===== config.mk =====
export PLATFORM = sky130hd
export DESIGN_NAME = ex_mem_skid_stage
export DESIGN_NICKNAME = d
export VERILOG_FILES = /design/src/rtl/ex_mem_skid_stage.sv
export SDC_FILE = /design/constraint.sdc
export NUM_CORES = 1
export LEC_CHECK = 0
export CAP_MARGIN = 20
export CORE_ASPECT_RATIO = 1.25
export CORE_MARGIN = 4
export CORE_UTILIZATION = 53
export CTS_CLUSTER_SIZE = 24
export DETAILED_ROUTE_END_ITERATION = 8
export PLACE_DENSITY = 0.86
export SYNTH_ARGS = -nofsm -noshare
export SYNTH_HDL_FRONTEND = slang
export SYNTH_SLANG_ARGS = --single-unit

===== constraint.sdc =====
create_clock -name clock -period 3.5 [get_ports clock]
set_input_delay 0.7 -clock clock [delete_from_list [all_inputs] [get_ports clock]]
set_output_delay 0.7 -clock clock [all_outputs]
set_load 0.1 [all_outputs]

===== src/rtl/ex_mem_skid_stage.sv =====
// EX/MEM pipeline stage: valid/ready handshake with a one-entry skid buffer,
// synchronous flush, gated control outputs and a saturating stall counter.
module ex_mem_skid_stage #(
  parameter int DATA_W = 198,
  parameter int CTRL_W = 5,
  parameter int CNT_W  = 16
) (
  input  logic              clock,
  input  logic              reset,
  input  logic              flush,
  input  logic              in_valid,
  output logic              in_ready,
  input  logic [DATA_W-1:0] in_data,
  input  logic [CTRL_W-1:0] in_ctrl,
  output logic              out_valid,
  input  logic              out_ready,
  output logic [DATA_W-1:0] out_data,
  output logic [CTRL_W-1:0] out_ctrl,
  output logic [1:0]        occupancy,
  output logic [CNT_W-1:0]  stall_cnt
);

  // State encoding mirrors {skid_valid, main_valid}
  typedef enum logic [1:0] {
    EMPTY = 2'b00,
    ONE   = 2'b01,
    FULL  = 2'b11
  } state_t;

  state_t            state, state_n;
  logic [DATA_W-1:0] main_data, skid_data;
  logic [CTRL_W-1:0] main_ctrl, skid_ctrl;
  logic              main_valid, skid_valid;
  logic              accept, consume;
  logic              load_in_main, load_in_skid, load_skid_main;

  assign main_valid = (state != EMPTY);
  assign skid_valid = (state == FULL);
  assign in_ready   = !skid_valid;
  assign accept     = in_valid && in_ready;
  assign consume    = main_valid && out_ready;

  assign out_valid  = main_valid;
  assign out_data   = main_data;
  assign out_ctrl   = main_valid ? main_ctrl : '0;
  assign occupancy  = {skid_valid, main_valid && !skid_valid};

  always_comb begin
    state_n        = state;
    load_in_main   = 1'b0;
    load_in_skid   = 1'b0;
    load_skid_main = 1'b0;
    unique case (state)
      EMPTY: begin
        if (accept) begin
          load_in_main = 1'b1;
          state_n      = ONE;
        end
      end
      ONE: begin
        if (accept && consume) begin
          load_in_main = 1'b1;
        end else if (accept) begin
          load_in_skid = 1'b1;
          state_n      = FULL;
        end else if (consume) begin
          state_n      = EMPTY;
        end
      end
      FULL: begin
        if (consume) begin
          load_skid_main = 1'b1;
          state_n        = ONE;
        end
      end
      default: state_n = EMPTY;
    endcase
    // Data registers may still load on flush; only the valid state matters.
    if (flush) state_n = EMPTY;
  end

  always_ff @(posedge clock) begin
    if (reset) begin
      state     <= EMPTY;
      main_data <= '0;
      main_ctrl <= '0;
      skid_data <= '0;
      skid_ctrl <= '0;
    end else begin
      state <= state_n;
      if (load_in_main) begin
        main_data <= in_data;
        main_ctrl <= in_ctrl;
      end else if (load_skid_main) begin
        main_data <= skid_data;
        main_ctrl <= skid_ctrl;
      end
      if (load_in_skid) begin
        skid_data <= in_data;
        skid_ctrl <= in_ctrl;
      end
    end
  end

  // Counts through flush; only reset clears it.
  always_ff @(posedge clock) begin
    if (reset)
      stall_cnt <= '0;
    else if (main_valid && !out_ready && (stall_cnt != '1))
      stall_cnt <= stall_cnt + CNT_W'(1);
  end

endmodule


==> impl_metrics.py, run 1 <==
metrics = {
    "power_and_ir_drop": {
        "power_density_nw_per_um2": 557.4,
        "cellLeakagePower_nw": 9.486,
        "ir_worst_vdd_mv": 0.4618,
    },
    "routing": {
        "finalWirelength_um": 50350,
        "dr.pass1.iters": 7,
        "vias": 15430,
        "drt-initial-drc-count": 1442,
        "via_per_inst": 5.698,
        "drtAntennaViolNets": 0,
        "drc": 0,
        "wl_per_cell_um": 18.59,
    },
    "min_path": {
        "worstHoldPathType": "reg -> reg",
    },
    "yosys": {
        "synthArstFlopShare": 0,
        "ys_types": 43,
        "synth_top_family_by_area": "compound AO/OA/AOI/OAI gates",
        "synth-seq-cells": 424,
        "synth.avg_cell_area_um2": 8.731,
        "synth-compound-area-share": 0.1657,
        "synth-xor-area-share": 0,
        "syn-num-nets": 2130,
        "yosys.area.top_type": "dfxtp_1",
        "synth_top_area_share": 0.5071,
        "yosys_most_used_dff": "dfxtp_1",
        "synthCells": 1917,
        "synth.area.mux_share": 0.1221,
        "synth_simple_gate_area_frac": 0.1586,
        "seq_area_frac_synth": 0.5071,
        "synth.area.top_cells": "dfxtp_1 51%, mux2i_1 12%, nand2_1 9.3%, a211oi_1 9.2%, a21oi_1 6.5%",
        "yosys.area_share.adder": 0.003738,
        "ys_warn_count": 0,
        "synth_edf_count": 0,
        "synth.cell_area_um2": 16740,
    },
    "die": {
        "initial_utilization": 0.5385,
        "io_pins": 431,
        "die_w_um": 166.9,
        "die_h_um": 206.7,
        "core_um2": 31080,
        "placementRows": 72,
        "die_area_um2": 34510,
    },
    "job": {
        "maxCapViolations": 0,
    },
    "sta": {
        "setup_viol": 0,
        "timing.slew.headroom": 0.3011,
        "worstMarginPinSlew_ns": 1.045,
        "drv_slew": 0,
        "rsz0062_at_grt": "false",
        "period_share": 0.7917,
        "clock_skew_ns": 0.01872,
        "max_freq_mhz": 360.9,
        "hold_violations": 0,
        "min_period_ns": 2.771,
        "tns_ns": 0,
    },
    "worst_setup_path": {
        "worstPathArrival_ns": 2.07,
        "crit_type": "reg -> out",
        "path_max_fanout": 2,
        "cp.required_ns": 2.80,
        "worstSetupEndpointType": "primary output",
        "slowest_delay_ns": 1.17,
        "critPathBufInv": 1,
        "start_kind": "register",
        "critical_path.top_delay_family": "buffers and inverters",
        "crit_slowest_cell": "clkdlybuf4s50_1",
        "crit_chain": "clkdlybuf4s50_1",
    },
    "global_route": {
        "grt_pass1_wl_um": 77860,
        "overflow": 0,
        "antenna_found_initial": 6,
        "grtUsageTotal": 0.2716,
        "grt_pass1_vias": 14984,
        "grt_max_degree": 100,
    },
    "final_layout": {
        "area_growth_pct": 35.09,
        "finalNonFillerCells": 2708,
        "fin_nets": 2475,
        "layout_common_cells": "424 x dfxtp_1, 413 x nand2_1, 347 x clkdlybuf4s50_1, 218 x a21oi_1, 210 x nor2_1",
        "final_common_cell": "dfxtp_1",
        "drive_gt1_frac": 0.08679,
    },
    "clocking": {
        "clkTransAtPathRegs_ns": 0.06,
        "cts_buffers": 41,
        "cts_tree": "yes",
        "cts_hold_buf": 0,
        "root_buffer": "clkbuf_16",
        "cts_max_level": 2,
        "cts_setup_buffers": 0,
        "cts_sinks": 424,
        "cts_resized": 0,
        "clk_latency_ns": 0.54,
        "clk_path_buf_depth": 3,
    },
    "placement": {
        "dp.cells": 2626,
        "numPortBuffers": 430,
        "dp_hpwl_um": 33280,
        "gp_congestion": 0.8429,
    },
    "run_status": {
        "status": "finished clean",
    },
}
[area by class of cell]
type / count / area, um^2
tap: 407 / 509.2
fill: 2188 / 8469
inverter: 7 / 26.28
clock buffer: 63 / 1261
timing repair buffer: 467 / 4619
antenna: 8 / 20.02
multi-input combinational: 1321 / 7577
clock inverter: 11 / 108.9
sequential: 424 / 8488
[report_power, final]
part           leakage, nW  total, mW  internal (mW)  switching (mW)
sequential            3.47       5.24           5.09           0.147
combinational         5.33       2.89          0.774            2.12
clock                0.684       4.47           2.63            1.84
total                 9.49       12.6           8.50            4.10
[cells by family after synthesis]
| kind of cell | Yosys count |
|---|---|
| compound gates | 444 |
| fa+ha+maj | 5 |
| buf+inv | 172 |
| flops | 424 |
| mux | 204 |
| simple gates | 668 |
[worst register-to-register path, cell delays in order, from the launching register on]
cell and delay [ns]:
dfxtp_1 0.37, inv_1 0.09, ha_1 0.36, inv_1 0.20
nand3_4 0.45, buf_12 0.37, mux2i_1 0.18, a211oi_1 0.37
[worst paths after layout]
check | from | slack (ns) | cells after the start | endpoint
max reg2reg | state[0]$_SDFFE_PP0P_ | 0.99 | 7 | out_data[37]$_SDFFE_PP0P_
max | out_data[26]$_SDFFE_PP0P_ | 0.73 | 1 | out_data[26]
min reg2reg | skid_data[88]$_SDFFE_PP0P_ | 0.45 | 2 | skid_data[88]$_SDFFE_PP0P_
min | skid_data[88]$_SDFFE_PP0P_ | 0.45 | 2 | skid_data[88]$_SDFFE_PP0P_
[Yosys cell counts, drive strengths merged, types with 2 or more instances]
cell	count
inv	7
or2	2
or4	9
buf	48
o21ai	7
nand4	7
nand3b	2
or3	4
clkbuf	117
nor2	210
and3	2
a21oi	218
nand3	5
nor2b	7
dfxtp	424
a211oi	206
nand2	414
o31ai	7
mux2i	203
ha	5
[metrics by stage]
| step | power [mW] | util | worst slack [ns] | hold WS, ns | area, um^2 |
|---|---|---|---|---|---|
| 6_report | 12.60 | 0.7275 | 0.7289 | 0.4530 | 22610 |
| 4_1_cts | 12.66 | 0.7269 | 0.6976 | 0.4535 | 22590 |
| 5_1_grt | 12.99 | 0.7273 | 0.6538 | 0.4666 | 22610 |
| 3_3_place_gp | 8.158 | 0.6828 | 0.6606 | 0.4406 | 21220 |
| 2_1_floorplan | 7.339 | - | 0.6836 | 0.4330 | 16740 |
| 3_5_place_dp | 8.211 | 0.6828 | 0.5797 | 0.4456 | 21220 |
[sequential cells by signal, indices dropped and copies added (netlist names)]
name,count
out_data,198
skid_data,198
stall_cnt,16
main_ctrl,5
skid_ctrl,5
state,2
[metal layers]
layer | GRT usage | part of all wire | vias to the layer above
met3 | 0.08076 | 0.085 | 165
met4 | 0.1511 | 0.059 | 0
met5 | 0 | 0 | -
met2 | 0.4577 | 0.48 | 638
met1 | 0.3107 | 0.37 | 7317
li1 | - | - | 7310
No activity file was read; power rests on OpenSTA's default activity.
==> run 2: changes to the inputs <==
CORE_UTILIZATION = 44   (was 53)
PLACE_DENSITY = 0.76   (was 0.86)
clock period = 2.3 ns   (was 3.5 ns; I/O delays follow)
==> run 2 against run 1 <==
Effect of this change:
- flip-flop and latch count unchanged
- cell count is 4.2% higher
- critical path depth increased by 4
- critical path type unchanged
- largest power group unchanged
==> impl_metrics.py, run 2 (synthesis results as in run 1) <==
metrics = {
    "global_route": {
        "grt_max_degree": 73,
        "overflow": 0,
        "grt_pass1_wl_um": 78290,
        "grtUsageTotal": 0.2277,
        "grt_pass1_vias": 14918,
        "antenna_found_initial": 5,
    },
    "sta": {
        "drv_slew": 0,
        "min_period_ns": 2.171,
        "timing.slew.headroom": 0.6942,
        "setup_viol": 0,
        "clock_skew_ns": 0.01378,
        "hold_violations": 0,
        "period_share": 0.9438,
        "max_freq_mhz": 460.7,
        "tns_ns": 0,
        "rsz0062_at_grt": "false",
        "worstMarginPinSlew_ns": 0.4586,
        "hold_slack_ns": 0.3482,
    },
    "power_and_ir_drop": {
        "ir_worst_vdd_mv": 0.7926,
        "power_density_nw_per_um2": 830.4,
        "clockPowerShare": 0.354,
        "switching_share": 0.3260,
        "switchingPower_mw": 6.278,
        "seq_power_share": 0.415,
        "intPower_mw": 12.98,
        "p_comb_frac": 0.231,
        "cellLeakagePower_nw": 10.06,
    },
    "worst_setup_path": {
        "reg2reg_to": "out_data[116]$_SDFFE_PP0P_",
        "worstPathArrival_ns": 1.71,
        "cp.required_ns": 1.84,
        "reg2reg_depth": 9,
        "start_kind": "register",
        "r2r_start": "state[1]$_SDFFE_PP0P_",
        "crit_type": "reg -> out",
        "worstSetupEndpointType": "primary output",
        "path_max_fanout": 10,
        "regToRegSetupSlack_ns": 0.30,
    },
    "die": {
        "die_w_um": 182.4,
        "placementRows": 79,
        "die_h_um": 226.1,
        "initial_utilization": 0.4480,
        "core_um2": 37360,
        "die_area_um2": 41240,
        "io_pins": 431,
    },
    "final_layout": {
        "layout_common_cells": "413 x nand2_1, 406 x dfxtp_1, 244 x buf_4, 218 x a21oi_1, 210 x nor2_1",
        "finalNonFillerCells": 2821,
        "drive_gt1_frac": 0.1730,
        "fin_util": 0.6206,
        "final_common_cell": "nand2_1",
        "fin_nets": 2518,
        "final_cell_area_um2": 23190,
        "area_growth_pct": 38.54,
    },
    "routing": {
        "wl_per_cell_um": 17.64,
        "drt-initial-drc-count": 944,
        "dr.pass1.iters": 4,
        "drc": 0,
        "via_per_inst": 5.440,
        "vias": 15347,
        "finalWirelength_um": 49770,
        "drtAntennaViolNets": 0,
    },
    "clocking": {
        "cts_hold_buf": 0,
        "cts_setup_buffers": 0,
        "clkTransAtPathRegs_ns": 0.06,
        "cts_sinks": 424,
        "clk_latency_ns": 0.54,
        "cts_tree": "yes",
        "root_buffer": "clkbuf_16",
        "cts_max_level": 2,
        "cts_buffers": 42,
        "clk_path_buf_depth": 3,
    },
    "placement": {
        "numPortBuffers": 430,
        "gp_congestion": 0.8172,
        "dp_hpwl_um": 35250,
        "dp.cells": 2747,
        "placed_area_um2": 21780,
    },
    "min_path": {
        "worstHoldPathType": "in -> reg",
        "holdPathStages": 2,
        "min_from": "reset",
        "hold_end": "skid_data[7]$_SDFFE_PP0P_",
    },
    "job": {
        "maxCapViolations": 0,
    },
    "run_status": {
        "status": "finished clean",
    },
}
==> run 2: cell types whose count changed in the layout (fill, tap and decap cells not counted), sizes merged <==
cell	before	now
clkdlybuf4s50	347	206
clkbuf	63	58
buf	120	303
diode	8	5
clkinv	8	7
inv	8	6
bufinv	2	3
clkinvlp	0	2
==> run 2: worst max path at each step <==
stage	start	to	slack, ns
3_5_place_dp	out_ready	stall_cnt[15]$_SDFFE_PP0P_	0.003
4_1_cts	state[0]$_SDFFE_PP0P_	out_valid	0.004
5_1_grt	state[1]$_SDFFE_PP0P_	out_valid	0.02
2_1_floorplan	state[0]$_SDFFE_PP0P_	out_ctrl[0]	-0.28
6_report	state[0]$_SDFFE_PP0P_	out_ctrl[2]	0.13
3_3_place_gp	out_ready	stall_cnt[15]$_SDFFE_PP0P_	-0.006
==> run 2: area by class of cell <==
type                            count  area (um^2)
Timing Repair Buffer              509         5061
Tap cell                          486        608.1
Multi-Input combinational cell   1321         7595
Fill cell                        3064        14170
Antenna cell                        5        12.51
Clock inverter                     11        158.9
Clock buffer                       58         1212
Sequential cell                   424         8511
Inverter                            7        30.03
==> run 2: power groups by stage <==
stage,logic (mW),registers (mW),clock network [mW]
floorplan,0.911,10.3,0
global placement,4.37,8.14,0
detailed placement,4.43,8.15,0
CTS,4.45,8.00,6.94
global route,4.63,8.04,7.24
finish,4.44,8.00,6.82
==> run 2: through the flow <==
stage,setup WS (ns),power (mW)
floorplan,-0.2764,11.17
global placement,-0.005571,12.50
detailed placement,0.002722,12.58
CTS,0.004410,19.38
global route,0.02013,19.91
finish,0.1292,19.26
==> run 2: worst max-delay path, cell delays in order (launching register included) <==
cell	delay [ns]
dfxtp_2	0.35
inv_1	0.06
ha_1	0.23
buf_6	0.17
nor2b_2	0.17
buf_12	0.19
==> run 2: timing repair <==
action                                  in CTS  in global routing
endpoints found under the hold margin        0                  0
endpoints found under the setup margin       4                  6
gates cloned                                 0                  0
gates resized for setup                      6                  4
==> run 2: layer usage <==
layer,routed length (um),GRT usage
met3,3267,0.05413
met5,0,0
met4,2522,0.1109
met1,19400,0.2697
met2,24580,0.3885
==> run 3: changes to the inputs <==
SKIP_CTS_REPAIR_TIMING = 1   (was unset)
TNS_END_PERCENT = 10   (was unset)
==> run 3 against run 2 <==
Effect of this change:
- die area unchanged
- routed wire length down 1.6%
- final area down 0.35%
- flip-flop and latch count unchanged
- clock skew down 0.0052 ns
- register-to-register slack worse by 0.04 ns
- count of clock-buffer cells in the layout up 2
- global-route usage down 0.33 points
- largest power group unchanged
- highest routed layer unchanged
==> impl_metrics.py, run 3 (synthesis results as in run 1) <==
metrics = {
    "die": {
        "placementRows": 79,
        "io_pins": 431,
        "core_um2": 37360,
        "die_h_um": 226.1,
        "die_w_um": 182.4,
        "die_area_um2": 41240,
        "initial_utilization": 0.4480,
    },
    "final_layout": {
        "area_growth_pct": 38.06,
        "seq_area_um2": 8489,
        "final_common_cell": "dfxtp_1",
        "fin_nets": 2526,
        "fill_cells": 3051,
        "final_cell_area_um2": 23110,
        "layout_common_cells": "423 x dfxtp_1, 413 x nand2_1, 261 x buf_4, 218 x a21oi_1, 210 x nor2_1",
        "multi_input_area_um2": 7590,
        "drive_gt1_frac": 0.1682,
    },
    "run_status": {
        "status": "finished clean",
    },
    "routing": {
        "drtAntennaViolNets": 0,
        "vias": 15197,
        "via_per_inst": 5.360,
        "drc": 0,
        "finalWirelength_um": 48960,
        "drt-initial-drc-count": 806,
        "wl_per_cell_um": 17.27,
        "dr.pass1.iters": 7,
    },
    "sta": {
        "hold_slack_ns": 0.3522,
        "max_freq_mhz": 452.4,
        "setup_slack_ns": 0.08937,
        "worstMarginPinSlew_ns": 0.4624,
        "clock_skew_ns": 0.008547,
        "min_period_ns": 2.211,
        "drv_slew": 0,
        "hold_violations": 0,
        "timing.slew.headroom": 0.6918,
        "tns_ns": 0,
        "rsz0062_at_grt": "true",
        "setup_viol": 0,
        "period_share": 0.9611,
    },
    "worst_setup_path": {
        "crit_type": "reg -> out",
        "critical_path.top_delay_family": "buffers and inverters",
        "cp.required_ns": 1.84,
        "path_max_fanout": 10,
        "crit_chain": "inv_1, ha_1, buf_6, nor2b_2, buf_12",
        "critPathBufInv": 3,
        "start_kind": "register",
        "worstSetupEndpointType": "primary output",
        "worstPathArrival_ns": 1.75,
        "crit_slowest_cell": "dfxtp_1",
        "slowest_delay_ns": 0.37,
        "regToRegSetupSlack_ns": 0.26,
    },
    "global_route": {
        "overflow": 0,
        "grt_pass1_vias": 14870,
        "grtUsageTotal": 0.2245,
        "grt_max_degree": 82,
        "grt_pass1_wl_um": 77290,
        "antenna_found_initial": 6,
    },
    "clocking": {
        "cts_max_level": 2,
        "cts_tree": "yes",
        "clkTransAtPathRegs_ns": 0.06,
        "clk_path_buf_depth": 3,
        "root_buffer": "clkbuf_16",
        "clk_latency_ns": 0.54,
        "cts_buffers": 42,
        "cts_sinks": 424,
    },
    "min_path": {
        "worstHoldPathType": "in -> reg",
    },
    "power_and_ir_drop": {
        "ir_worst_vdd_mv": 0.7233,
        "power_mw": 19.25,
        "power_density_nw_per_um2": 833.0,
        "cellLeakagePower_nw": 10.05,
    },
    "placement": {
        "placed_area_um2": 21700,
        "dp_hpwl_um": 34560,
        "numPortBuffers": 430,
        "dpl_worst_slack_ns": 0.003430,
        "gp_congestion": 0.8297,
    },
    "job": {
        "maxCapViolations": 0,
    },
}
[run 3: final timing paths]
path / cells after the start / end / from
setup / recovery: 5 / out_ctrl[3] / state[1]$_SDFFE_PP0P_
hold / removal: 2 / skid_data[8]$_SDFFE_PP0P_ / reset
setup reg to reg: 9 / out_data[161]$_SDFFE_PP0P_ / state[0]$_SDFFE_PP0P_
hold reg to reg: 2 / skid_data[128]$_SDFFE_PP0P_ / skid_data[128]$_SDFFE_PP0P_
[run 3: report_power, final]
part / leakage [nW] / switching (mW) / internal [mW]
combinational: 5.90 / 3.21 / 1.21
clock: 0.673 / 2.78 / 4.05
sequential: 3.47 / 0.245 / 7.75
[run 3: layout make-up]
| type | instances | area share |
|---|---|---|
| sequential | 424 | 0.3674 |
| multi-input combinational | 1321 | 0.3285 |
| timing repair buffer | 517 | 0.2168 |
| clock buffer | 60 | 0.05149 |
| tap | 486 | 0.02632 |
| clock inverter | 14 | 0.007635 |
| inverter | 7 | 0.001300 |
| antenna | 6 | 0.0006498 |
[run 3: per-layer routing]
metal  wire length [um]  vias to the layer above  GRT usage
met5                  0                        -          0
met4               2217                        0     0.1102
met3               3366                      115    0.05977
met2              24230                      471     0.3814
met1              19140                     7179     0.2628
li1                   -                     7432          -
[run 3: stage by stage]
stage                 util  instances
global placement    0.5809       2755
detailed placement  0.5809       2755
finish              0.6184       2835
CTS                 0.6175       2829
global route        0.6184       2835
floorplan                -       1917
